$ cat src/rtl/uart_pkg.sv
// Shared UART constants: FIFO sizing, LSR bit positions and IIR source codes.
package uart_pkg;

  localparam int UART_FIFO_DEPTH = 16;
  localparam int UART_DW         = 8;

  localparam int LSR_THRE_BIT = 5;
  localparam int LSR_TEMT_BIT = 6;

  localparam logic [2:0] IIR_THRE_ID = 3'b001;

endpackage

$ cat src/rtl/uart_sync_fifo.sv
// Synchronous FIFO with runtime capacity (DEPTH or a single holding register).
// In single-register mode a push into a full register overwrites the held entry.
module uart_sync_fifo #(
  parameter int DEPTH = 16,
  parameter int DW    = 8
) (
  input  logic                     clk,
  input  logic                     rst,
  input  logic                     push,
  input  logic                     pop,
  input  logic                     flush,
  input  logic                     cap_1,
  input  logic [DW-1:0]            wr_data,
  output logic                     full,
  output logic                     empty,
  output logic [$clog2(DEPTH):0]   level,
  output logic [DW-1:0]            head
);

  localparam int AW = $clog2(DEPTH);
  localparam logic [AW:0] DEPTH_L = (AW+1)'(DEPTH);
  localparam logic [AW:0] ONE_L   = (AW+1)'(1);

  logic [DW-1:0] mem [DEPTH];
  logic [AW-1:0] wr_ptr;
  logic [AW-1:0] rd_ptr;
  logic          do_pop;
  logic          do_write;
  logic          do_overwrite;

  assign full         = level >= (cap_1 ? ONE_L : DEPTH_L);
  assign empty        = (level == '0);
  assign do_pop       = pop & ~empty & ~flush;
  assign do_write     = push & ~flush & (~full | do_pop);
  assign do_overwrite = push & ~flush & full & ~do_pop & cap_1;
  assign head         = empty ? '0 : mem[rd_ptr];

  // Storage array: normal writes go to the tail, an overwrite replaces the head.
  always_ff @(posedge clk) begin
    if (do_write) begin
      mem[wr_ptr] <= wr_data;
    end else if (do_overwrite) begin
      mem[rd_ptr] <= wr_data;
    end
  end

  // Pointer and occupancy bookkeeping; flush empties the FIFO in one clock.
  always_ff @(posedge clk or posedge rst) begin
    if (rst) begin
      wr_ptr <= '0;
      rd_ptr <= '0;
      level  <= '0;
    end else if (flush) begin
      wr_ptr <= '0;
      rd_ptr <= '0;
      level  <= '0;
    end else begin
      if (do_write) begin
        wr_ptr <= wr_ptr + AW'(1);
      end
      if (do_pop) begin
        rd_ptr <= rd_ptr + AW'(1);
      end
      case ({do_write, do_pop})
        2'b10:   level <= level + ONE_L;
        2'b01:   level <= level - ONE_L;
        default: level <= level;
      endcase
    end
  end

endmodule

$ cat src/rtl/uart_tx_ctrl.sv
// Transmit-side sequencer: buffers CPU writes, feeds the head byte to the
// transmitter, tracks the in-flight character and raises the THRE interrupt.
module uart_tx_ctrl
  import uart_pkg::*;
#(
  parameter int DEPTH = UART_FIFO_DEPTH,
  parameter int DW    = UART_DW
) (
  input  logic                   clk,
  input  logic                   rst,
  input  logic                   wr_en,
  input  logic [DW-1:0]          wr_data,
  input  logic                   fifo_en,
  input  logic                   tx_fifo_rst,
  input  logic                   ier_etbei,
  input  logic                   iir_thre_rd,
  input  logic                   pop,
  input  logic                   sreg_empty,
  output logic                   thre,
  output logic [DW-1:0]          din,
  output logic                   lsr_thre,
  output logic                   lsr_temt,
  output logic                   thre_irq,
  output logic                   wr_drop,
  output logic [$clog2(DEPTH):0] level
);

  localparam int AW = $clog2(DEPTH);
  localparam logic [AW:0] ONE_L = (AW+1)'(1);

  logic pop_d;
  logic sreg_empty_d;
  logic fifo_en_d;
  logic ier_d;
  logic tx_busy;

  logic fifo_full;
  logic fifo_empty;
  logic pop_q;
  logic sreg_rise;
  logic flush;
  logic accept;
  logic drop_now;
  logic irq_set;
  logic irq_clr;

  // The transmitter holds pop for a whole character, so only its rising edge
  // consumes an entry; a rise with nothing queued is ignored.
  assign pop_q     = pop & ~pop_d & ~fifo_empty;
  assign sreg_rise = sreg_empty & ~sreg_empty_d;

  // Switching between FIFO and holding-register mode discards queued data.
  assign flush = tx_fifo_rst | (fifo_en ^ fifo_en_d);

  // A write lands if there is room, a slot is freed this clock, or it
  // overwrites the single holding register.
  assign accept   = wr_en & ~flush & (~fifo_full | pop_q | ~fifo_en);
  assign drop_now = wr_en & ~flush & fifo_full & ~pop_q;

  assign irq_set = ier_etbei &
                   (((level == ONE_L) & (flush | (pop_q & ~accept))) |
                    (~ier_d & fifo_empty));
  assign irq_clr = accept | iir_thre_rd | ~ier_etbei;

  uart_sync_fifo #(
    .DEPTH (DEPTH),
    .DW    (DW)
  ) u_fifo (
    .clk     (clk),
    .rst     (rst),
    .push    (accept),
    .pop     (pop_q),
    .flush   (flush),
    .cap_1   (~fifo_en),
    .wr_data (wr_data),
    .full    (fifo_full),
    .empty   (fifo_empty),
    .level   (level),
    .head    (din)
  );

  assign thre     = fifo_empty;
  assign lsr_thre = thre;
  assign lsr_temt = thre & ~tx_busy;

  // Edge-detect history for pop, sreg_empty, fifo_en and the interrupt enable.
  always_ff @(posedge clk or posedge rst) begin
    if (rst) begin
      pop_d        <= 1'b0;
      sreg_empty_d <= 1'b1;
      fifo_en_d    <= 1'b0;
      ier_d        <= 1'b0;
    end else begin
      pop_d        <= pop;
      sreg_empty_d <= sreg_empty;
      fifo_en_d    <= fifo_en;
      ier_d        <= ier_etbei;
    end
  end

  // Character in flight: starts when a byte is taken, ends when the shifter empties.
  always_ff @(posedge clk or posedge rst) begin
    if (rst) begin
      tx_busy <= 1'b0;
    end else if (pop_q) begin
      tx_busy <= 1'b1;
    end else if (sreg_rise) begin
      tx_busy <= 1'b0;
    end
  end

  // THRE interrupt request; any clearing cause wins over a same-clock set.
  always_ff @(posedge clk or posedge rst) begin
    if (rst) begin
      thre_irq <= 1'b0;
    end else if (irq_clr) begin
      thre_irq <= 1'b0;
    end else if (irq_set) begin
      thre_irq <= 1'b1;
    end
  end

  // One-clock flag for a write that could not be stored cleanly.
  always_ff @(posedge clk or posedge rst) begin
    if (rst) begin
      wr_drop <= 1'b0;
    end else begin
      wr_drop <= drop_now;
    end
  end

endmodule
$ cat config.mk
export PLATFORM = sky130hd
export DESIGN_NAME = uart_tx_ctrl
export DESIGN_NICKNAME = d
export VERILOG_FILES = /design/src/rtl/uart_pkg.sv /design/src/rtl/uart_sync_fifo.sv /design/src/rtl/uart_tx_ctrl.sv
export SDC_FILE = /design/constraint.sdc
export NUM_CORES = 1
export LEC_CHECK = 0
export CAP_MARGIN = 0
export CORE_ASPECT_RATIO = 0.75
export CORE_MARGIN = 4
export CORE_UTILIZATION = 35
export CTS_CLUSTER_DIAMETER = 80
export DETAILED_ROUTE_END_ITERATION = 8
export GPL_TIMING_DRIVEN = 1
export HOLD_SLACK_MARGIN = 0.03
export PLACE_DENSITY_LB_ADDON = 0.3
export SETUP_SLACK_MARGIN = 0.2
export SYNTH_ARGS = -nofsm -noshare
export SYNTH_HDL_FRONTEND = slang
export SYNTH_SLANG_ARGS = --single-unit
$ cat constraint.sdc
create_clock -name clk -period 3.05 [get_ports clk]
set_clock_uncertainty 0.2 [all_clocks]
set_input_delay 0.4575 -clock clk [delete_from_list [all_inputs] [get_ports clk]]
set_output_delay 0.4575 -clock clk [all_outputs]
set_load 0.05 [all_outputs]
**Word-level counts from Yosys, hierarchy flattened**

Memories as Yosys holds them, arrays and structs flattened.
Cells that the tools add are included.

- Memories kept: 1
- Memory bits (read-only): 0
- Bits in latches: 0
- Input bits: 17
- Output and inout bits: 18
- Word-level logic and storage cells: 86
- Bits in writable memories: 128
- Flip-flop bits (word level): 20

Memories:

| memory | depth | bits a word | rd ports | clocked after memory_dff | write ports | RTL line | text |
|---|---|---|---|---|---|---|---|
| u_fifo.mem | 16 | 8 | 1 | 0 | 1 | uart_sync_fifo.sv:24 | `logic [DW-1:0] mem [DEPTH];` |

- Order comparisons: 1
- Reduce and logical (&&, ||, !) cells: 7
- Div/mod/pow operators: 0
- $add $sub $neg: 4
- Bitwise gates (word level): 40
- Equality and inequality tests: 3
- Multiply operators: 0
- Shift operators: 0
- Muxes and demuxes: 20

Operator list:

| operator | count |
|---|---|
| $mux W4 | 5 |
| $and A1 B1 Y1 | 19 |
| $mux W8 | 2 |
| $not A1 Y1 | 12 |
| $mux W1 | 10 |
| $mux W5 | 2 |
| $pmux W5 S2 | 1 |
| $add A4 B1 Y4 const B | 2 |
| $or A1 B1 Y1 | 8 |
| $reduce_bool A2 Y1 | 4 |
| $reduce_or A8 Y1 | 1 |
| $add A5 B1 Y5 const B | 1 |
| $eq A5 B1 Y1 const B | 1 |
| $ge A5 B5 Y1 | 1 |
| $logic_not A5 Y1 | 1 |
| $sub A5 B1 Y5 const B | 1 |
| $reduce_bool A3 Y1 | 1 |
| $eq A2 B1 Y1 const B | 1 |
| $eq A2 B2 Y1 const B | 1 |
| $xor A1 B1 Y1 | 1 |

**Logic depth before layout (Yosys ltp)**

Gate-level depths: netlist of the first run.

- Depth after elaboration: 15
- Mapped depth: 9
- Depth with buffers taken out: 7

**By module**

Synthesis of the first run repeated with hierarchy kept, for this count alone.

- Cells, all modules: 365
- Area total of the unflattened synthesis: 6266.0 um2

Modules (own cells, without submodules):

| module | instances | cells each | area an instance (um2) | sequential area each (um2) |
|---|---|---|---|---|
| uart_sync_fifo | 1 | 332 | 5953.2 | 4169.0 |
| uart_tx_ctrl | 1 | 33 | 312.8 | 176.4 |

**Least setup slack after synthesis of the first run**

OpenSTA, ideal clock, no wires.

- Kind: reg2reg
- Start: reg u_fifo.level[4]
- End: mem u_fifo.mem[13][0], enable pin
- Buffers on the path: 1
- Setup slack: -0.406 ns
- Cell stages (with the launch flop): 7
- Arrival time: 2.868 ns
- Library setup time: 0.388 ns
- Period minus slack after synthesis: 3.456 ns
- Required time: 2.462 ns
- Cells stage by stage: dfrtp_1 -> ha_1 -> or4b_4 -> o32ai_4 -> o21ai_4 -> clkbuf_8 -> o32ai_1

- Cells in the longest elaborated chain, start to end: 15
- Elaborated cells between the ends (all ways): 25
- Classes of those cells: 1 x order compare; 7 x mux; 15 x bitwise; 2 x reduce/logical

Ends and longest elaborated chain:

| item | RTL line | text |
|---|---|---|
| start: declaration | uart_sync_fifo.sv:16 | `output logic [$clog2(DEPTH):0] level,` |
| start signal: assignment | uart_sync_fifo.sv:65 | `2'b10: level <= level + ONE_L;` |
| start signal: assignment | uart_sync_fifo.sv:66 | `2'b01: level <= level - ONE_L;` |
| start signal: assignment | uart_sync_fifo.sv:67 | `default: level <= level;` |
| parallel branches: the longest is 15 deep, another holds $ge A5 B5 Y1 | -- |  |
| end: declaration | uart_sync_fifo.sv:24 |  |

Parallel ways; which one is timed is not known.

**Final worst setup path of the first run**

- Start: reg u_fifo.rd_ptr[0]
- End: out din[3]

- Cells in the longest elaborated chain, start to end: 2

Ends and longest elaborated chain:

| item | RTL line | text |
|---|---|---|
| start: declaration | uart_sync_fifo.sv:26 | `logic [AW-1:0] rd_ptr;` |
| start signal: assignment | uart_sync_fifo.sv:62 | `rd_ptr <= rd_ptr + AW'(1);` |
| $mem_v2 Z16 W8 | -- |  |
| $mux W8 | uart_sync_fifo.sv:36 | `assign head = empty ? '0 : mem[rd_ptr];` |
| end: declaration | uart_tx_ctrl.sv:20 | `output logic [DW-1:0] din,` |

No other way between the ends.

==> results of run 1 <==
## stage by stage
stage	setup TNS, ps	utilization (%)	hold slack (ps)	instance area, sq um	cells
6_report	0	47.7	169	8480	696
4_1_cts	0	46.5	263	8260	691
3_5_place_dp	-23400	42.6	299	7570	654
5_1_grt	0	47.7	181	8480	696
3_3_place_gp	-19640	42.6	295	7570	654
2_1_floorplan	0	-	220	6600	360
## cells by family after synthesis
family	after synthesis	synth area share [%]
AOI/OAI and AO/OA	43	5.49
xor gates and xnor gates	5	0.689
adders and majority gates	8	1.57
buffers and inverters	27	2.38
DFF	148	68.4
muxes	56	15.1
and+or+nand+nor	73	6.40
## routing by layer
| layer | up-vias | track usage, % | routed length (um) |
|---|---|---|---|
| met2 | 65 | 22.4 | 6720 |
| li1 | 1632 | - | - |
| met4 | 0 | 4.59 | 212 |
| met1 | 1823 | 21.6 | 6760 |
| met5 | - | 0 | 0 |
| met3 | 16 | 3.54 | 551 |
## layout make-up
class | instances | area, sq um
Clock buffer | 17 | 425
Clock inverter | 15 | 146
Fill cell | 1508 | 9280
Inverter | 9 | 48.8
Multi-Input combinational cell | 185 | 2270
Sequential cell | 148 | 4350
Tap cell | 242 | 303
Timing Repair Buffer | 80 | 930
## synth_stat cells, types with 7 or more instances
cell / n
sky130_fd_sc_hd__mux2i_1: 24
sky130_fd_sc_hd__dfrtp_1: 19
sky130_fd_sc_hd__nand2b_1: 10
sky130_fd_sc_hd__mux4_2: 32
sky130_fd_sc_hd__a21oi_1: 7
sky130_fd_sc_hd__o22ai_1: 8
sky130_fd_sc_hd__nor2_1: 8
sky130_fd_sc_hd__edfxtp_1: 128
sky130_fd_sc_hd__nor3_1: 9
sky130_fd_sc_hd__nand2_1: 19
sky130_fd_sc_hd__ha_1: 8
sky130_fd_sc_hd__clkbuf_1: 8
sky130_fd_sc_hd__o32ai_1: 16
sky130_fd_sc_hd__inv_1: 8
## registers in the layout (all words and copies together) (netlist names)
name / count
u_fifo.mem: 128
ier_d: 1
thre_irq: 1
u_fifo.level: 5
sreg_empty_d: 1
fifo_en_d: 1
u_fifo.wr_ptr: 4
u_fifo.rd_ptr: 4
tx_busy: 1
wr_drop: 1
pop_d: 1
## where the power goes
group	leakage [nW]	internal (W)	switching [W]	total [W]
logic	1.04	0.000132	0.000197	0.000329
clock network	0.271	0.00114	0.000856	0.00200
registers	1.41	0.00222	0.00000777	0.00222
total	2.72	0.00349	0.00106	0.00455
## timing repair
item	4_1_cts	5_1_grt
endpoints found under the setup margin	30	97
setup buffers	5	5
gates resized for setup	16	24
pin swaps	1	4
## worst max-delay path, stage by stage (launching register included)
cell	delay [ps]
sky130_fd_sc_hd__dfrtp_2	410
sky130_fd_sc_hd__buf_12	200
sky130_fd_sc_hd__mux4_2	550
sky130_fd_sc_hd__mux2i_2	240
sky130_fd_sc_hd__o22ai_1	170
sky130_fd_sc_hd__buf_12	180
## how the worst min path moves through the flow
stage / from / to / slack [ps] / cells past startpoint
floorplan: rst / fifo_en_d / 220 / 1
global placement: tx_busy / tx_busy / 290 / 2
detailed placement: tx_busy / tx_busy / 300 / 2
CTS: sreg_empty / sreg_empty_d / 260 / 1
global route: fifo_en / fifo_en_d / 180 / 2
finish: fifo_en / fifo_en_d / 170 / 2
==> metrics.txt, run 1 <==
run status=complete, no violations; count of cell types in the netlist=47; post-detailed-route count of antenna-violating nets=0; final net count=466; maximum fanout encountered on the critical timing path=20; core area=0.0178 sq mm; via total after detailed routing=3536; area share of the leading cell type in the synthesized netlist=60.5%; Synth Area per Inst=17.7 sq um; Setup crit start kind=register; count of cells along the worst register-to-register path=9; cell types occupying the most area after synthesis=sky130_fd_sc_hd__edfxtp_1, sky130_fd_sc_hd__mux4_2, sky130_fd_sc_hd__dfrtp_1, sky130_fd_sc_hd__mux2i_1, sky130_fd_sc_hd__o32ai_1; number of antenna violations at the first check in global routing=0; initial core utilization=35.8%; mean routed wirelength per cell=20.5 um; final period utilization=93.4%; clock sink count=148; relative slew slack=43.7%; number of buffers on the longest clock path=2; endpoint of the worst-slack reg-to-reg timing path=u_fifo.mem[3][2]; Crit Reg-Reg Startpoint=u_fifo.level[0]; library cell used as clock root buffer=sky130_fd_sc_hd__clkbuf_16; total detailed-routing wirelength=14200 um; Worst VDD drop=0.407 mV; weighted congestion at the end of routability-driven global placement=0.848; category of the worst setup path capture point=output pin; most common cell after layout, fill and taps aside=sky130_fd_sc_hd__edfxtp_1; Crit path required time=2390 ps; DR iter-0 viols=290; area added between synthesis and finish=33.4%; vias in the first global route=3718; Crit. Startpoint=u_fifo.rd_ptr[0]; maximum number of pins on one net before global-route repair=24; Port-buffer cells=34; Setup CP Type=register to output pin; achievable frequency=351 MHz; Pwr Density=537 mW/mm^2; die height=125 um; commonest non-fill, non-tap cells in the layout=sky130_fd_sc_hd__edfxtp_1, sky130_fd_sc_hd__buf_4, sky130_fd_sc_hd__mux4_2; clock-pin slew reported for the worst setup and hold paths after clock tree synthesis=60 ps; DRC errors left=0; Data arrival, critical path=2190 ps; number of warning messages in the yosys log=0; count of max-cap constraint violations=0; worst path setup slack after routing=201 ps; DIE WIDTH=164 um; share of the yosys chip area belonging to registers=68.4%; library cell with the largest summed area after synthesis=sky130_fd_sc_hd__edfxtp_1; number of failing setup endpoints in the final timing report=0; worst skew pair latency=420 ps; worst hold path class=input port to register; #FFs+latches synth=148; Pre-antenna DRT Iters=4; synthesized instance count=360; gr ovfl total=0; actual transition at the worst max-transition pin=844 ps; CTS tree=built; number of cell rows=42; end point of the critical path=din[3]; Hold Buf Count CTS=0; Total Routing Usage GR=14.9%; Place WS=-248 ps; share of async-settable or async-resettable flops after synthesis=13.5%; Inserted Clock Buffers=17; post-detail-place hpwl=9380 um; final slew viol count=0; maximum level of the CTS H-tree=4; cell leakage power=2.72 nW; number of enable flip-flop cells after synthesis=128; setup repair after global routing missed its margin=true; Total Die Area=0.0204 sq mm; Inserted Diodes=0; mean number of vias per cell=5.08; cell area after synthesis=0.00636 sq mm; final critical-path required period=2850 ps; post-route total power=0.00455 W; Primary FF master, synth=sky130_fd_sc_hd__edfxtp_1; fraction of layout cells with a size suffix above 1=39.4%; global-route wire length before repair=22600 um; count of pins on the block boundary=35; Register-to-Register Setup Slack=280 ps; final hold violation count=0; Net Count, Synth=385
No activity file was read; power rests on OpenSTA's default activity.
==> run 2, diff against run 1 <==
- CTS_BUF_LIST: unset -> sky130_fd_sc_hd__clkbuf_16
- PLACE_DENSITY: unset -> 0.62
- PLACE_DENSITY_LB_ADDON: 0.3 -> unset
==> run 2 against run 1 <==
Combinational power about the same. Sequential power barely moved. Count of clock-buffer cells in the layout is the same. Design area up 1.3%. Critical path depth unchanged. Clock power grew 3%. Hold slack improved by 120 ps. Die area did not move.
==> metrics.txt, run 2 (synthesis gave the netlist of run 1 again) <==
minimum hold slack=290 ps (+121 ps); total detailed-routing wirelength=14700 um (+3.2%); final critical-path required period=2860 ps (+12.4 ps); clock-pin slew reported for the worst setup and hold paths after clock tree synthesis=70 ps (about the same); Register-to-Register Setup Slack=290 ps (about the same); die height=125 um (unchanged); reported net switching power=0.00111 W (+4.4%); Pwr Density=537 mW/mm^2 (about the same); number of buffers on the longest clock path=2 (unchanged); global-route wire length before repair=22800 um (+1.3%); instance count after placement with tap cells included=658 (+0.61%); endpoint of the worst-slack reg-to-reg timing path=u_fifo.mem[3][1]; Inserted Clock Buffers=17 (unchanged); mean number of vias per cell=5.19 (+2.2%); Pre-antenna DRT Iters=5 (+1); power share of the sequential group=48.2% (-0.7 points); area added between synthesis and finish=35.1%; maximum level of the CTS H-tree=4 (unchanged); weighted congestion at the end of routability-driven global placement=0.851 (+0.38%); largest registers ranked by flip-flop count=u_fifo.mem (128), u_fifo.level (5); Worst VDD drop=0.387 mV (-4.9%); DIE WIDTH=164 um (unchanged); mean routed wirelength per cell=21.0 um (+2.6%); cell leakage power=2.76 nW (+1.4%); Inserted Diodes=0 (unchanged); Data arrival, critical path=2200 ps (about the same); Hold Buf Count CTS=0 (unchanged); count of non-filler cells in the finished layout=700 (+0.57%); final net count=470 (+0.86%); clock group share of total power=44.7% (+0.8 points); final slew viol count=0 (unchanged); aggregate negative setup slack=0 ps (unchanged); Place WS=-220 ps (+27.9 ps); final period utilization=93.8% (+0.41 points); count of pins on the block boundary=35 (unchanged); number of cell rows=42 (unchanged); DRC errors left=0 (unchanged); Crit. Startpoint=u_fifo.rd_ptr[0]; Setup CP Type=register to output pin; Port-buffer cells=34 (unchanged); number of failing setup endpoints in the final timing report=0 (unchanged); clock sink count=148 (unchanged); register with the highest flop count=u_fifo.mem; worst path setup slack after routing=189 ps (-12.4 ps); max reg flops=128 (unchanged); maximum fanout encountered on the critical timing path=11 (-45%); gr ovfl total=0 (unchanged); post-detailed-route count of antenna-violating nets=0 (unchanged); Setup crit start kind=register; initial core utilization=35.8% (unchanged); via total after detailed routing=3636 (+2.8%); Util after Layout=48.4% (+0.61 points); number of antenna violations at the first check in global routing=0 (unchanged); relative slew slack=45.2% (+1.5 points); count of fill cells added during filler insertion=1500 (-0.53%); maximum number of pins on one net before global-route repair=29 (+21%); fraction of layout cells with a size suffix above 1=40.6% (+1.2 points); end point of the critical path=din[1]; worst hold path class=input port to asynchronous set/reset pin; Total Die Area=0.0204 sq mm (unchanged); count of max-cap constraint violations=0 (unchanged); final hold violation count=0 (unchanged); Total Routing Usage GR=15.1% (+0.19 points); achievable frequency=350 MHz (-0.43%); cell-internal power=0.00350 W (+0.40%); Crit path required time=2390 ps (about the same); core area=0.0178 sq mm (unchanged); count of cells along the worst register-to-register path=9 (unchanged); worst skew pair latency=430 ps (about the same); library cell used as clock root buffer=sky130_fd_sc_hd__clkbuf_16; category of the worst setup path capture point=output pin; vias in the first global route=3819 (+2.7%); post-detail-place hpwl=9600 um (+2.4%); run status=complete, no violations; setup repair after global routing missed its margin=true; most common cell after layout, fill and taps aside=sky130_fd_sc_hd__edfxtp_1; DR iter-0 viols=302 (+4.1%); commonest non-fill, non-tap cells in the layout=sky130_fd_sc_hd__edfxtp_1, sky130_fd_sc_hd__mux4_2, sky130_fd_sc_hd__buf_4; Crit Reg-Reg Startpoint=u_fifo.level[0]; share of total power in combinational logic=7.1% (about the same); CTS tree=built; switch share=24.0% (+0.71 points); actual transition at the worst max-transition pin=822 ps (-22.1 ps)
[run 2: final cells by class]
cell class | count | area (sq um) | area share, %
sequential | 148 | 4350 | 50.7
multi-input combinational | 185 | 2280 | 26.5
timing repair buffer | 84 | 1020 | 11.9
clock buffer | 17 | 425 | 4.95
tap | 242 | 303 | 3.53
clock inverter | 15 | 159 | 1.85
inverter | 9 | 46.3 | 0.539
[run 2: timing repair]
action / 4_1_cts / 5_1_grt
setup endpoints to repair: 8 / 50
cloned: 1 / 1
setup buffers: 5 / 3
pin swaps: 1 / 4
gates resized for setup: 30 / 11
[run 2: worst min-delay path by stage]
stage / from / endpoint / slack, ps / depth (start not counted)
floorplan: rst / fifo_en_d / 220 / 1
global placement: tx_busy / tx_busy / 290 / 2
detailed placement: tx_busy / tx_busy / 300 / 2
CTS: sreg_empty / sreg_empty_d / 270 / 1
global route: sreg_empty / sreg_empty_d / 280 / 1
finish: rst / wr_drop / 290 / 2
[run 2: critical path, cell delays in order (launching register included)]
cell and delay (ps):
sky130_fd_sc_hd__dfrtp_2 440, sky130_fd_sc_hd__buf_12 190, sky130_fd_sc_hd__mux4_2 520, sky130_fd_sc_hd__mux2i_1 290, sky130_fd_sc_hd__o22ai_2 160, sky130_fd_sc_hd__buf_12 170
[run 2: metrics by stage]
stage | instance area, sq um | total power, W
floorplan | 6600 | 0.00243
global placement | 7620 | 0.00257
detailed placement | 7620 | 0.00257
CTS | 8440 | 0.00465
global route | 8590 | 0.00478
finish | 8590 | 0.00461
[run 2: power groups by stage]
stage | clock (W) | sequential (W) | combinational (W)
floorplan | 0 | 0.00227 | 0.000156
global placement | 0 | 0.00227 | 0.000299
detailed placement | 0 | 0.00227 | 0.000305
CTS | 0.00210 | 0.00222 | 0.000326
global route | 0.00220 | 0.00222 | 0.000349
finish | 0.00206 | 0.00222 | 0.000327
[run 2: layer usage]
metal	vias up	global-route usage [%]	routed length, um
met5	-	0	0
li1	1642	-	-
met1	1893	21.4	6820
met2	85	23.0	7070
met3	16	3.87	613
met4	0	4.64	206
==> run 3, diff against run 2 <==
- CAP_MARGIN: 0 -> 20
==> results of run 3 <==
Final layout, timing and power as in run 2 (identical DEF).
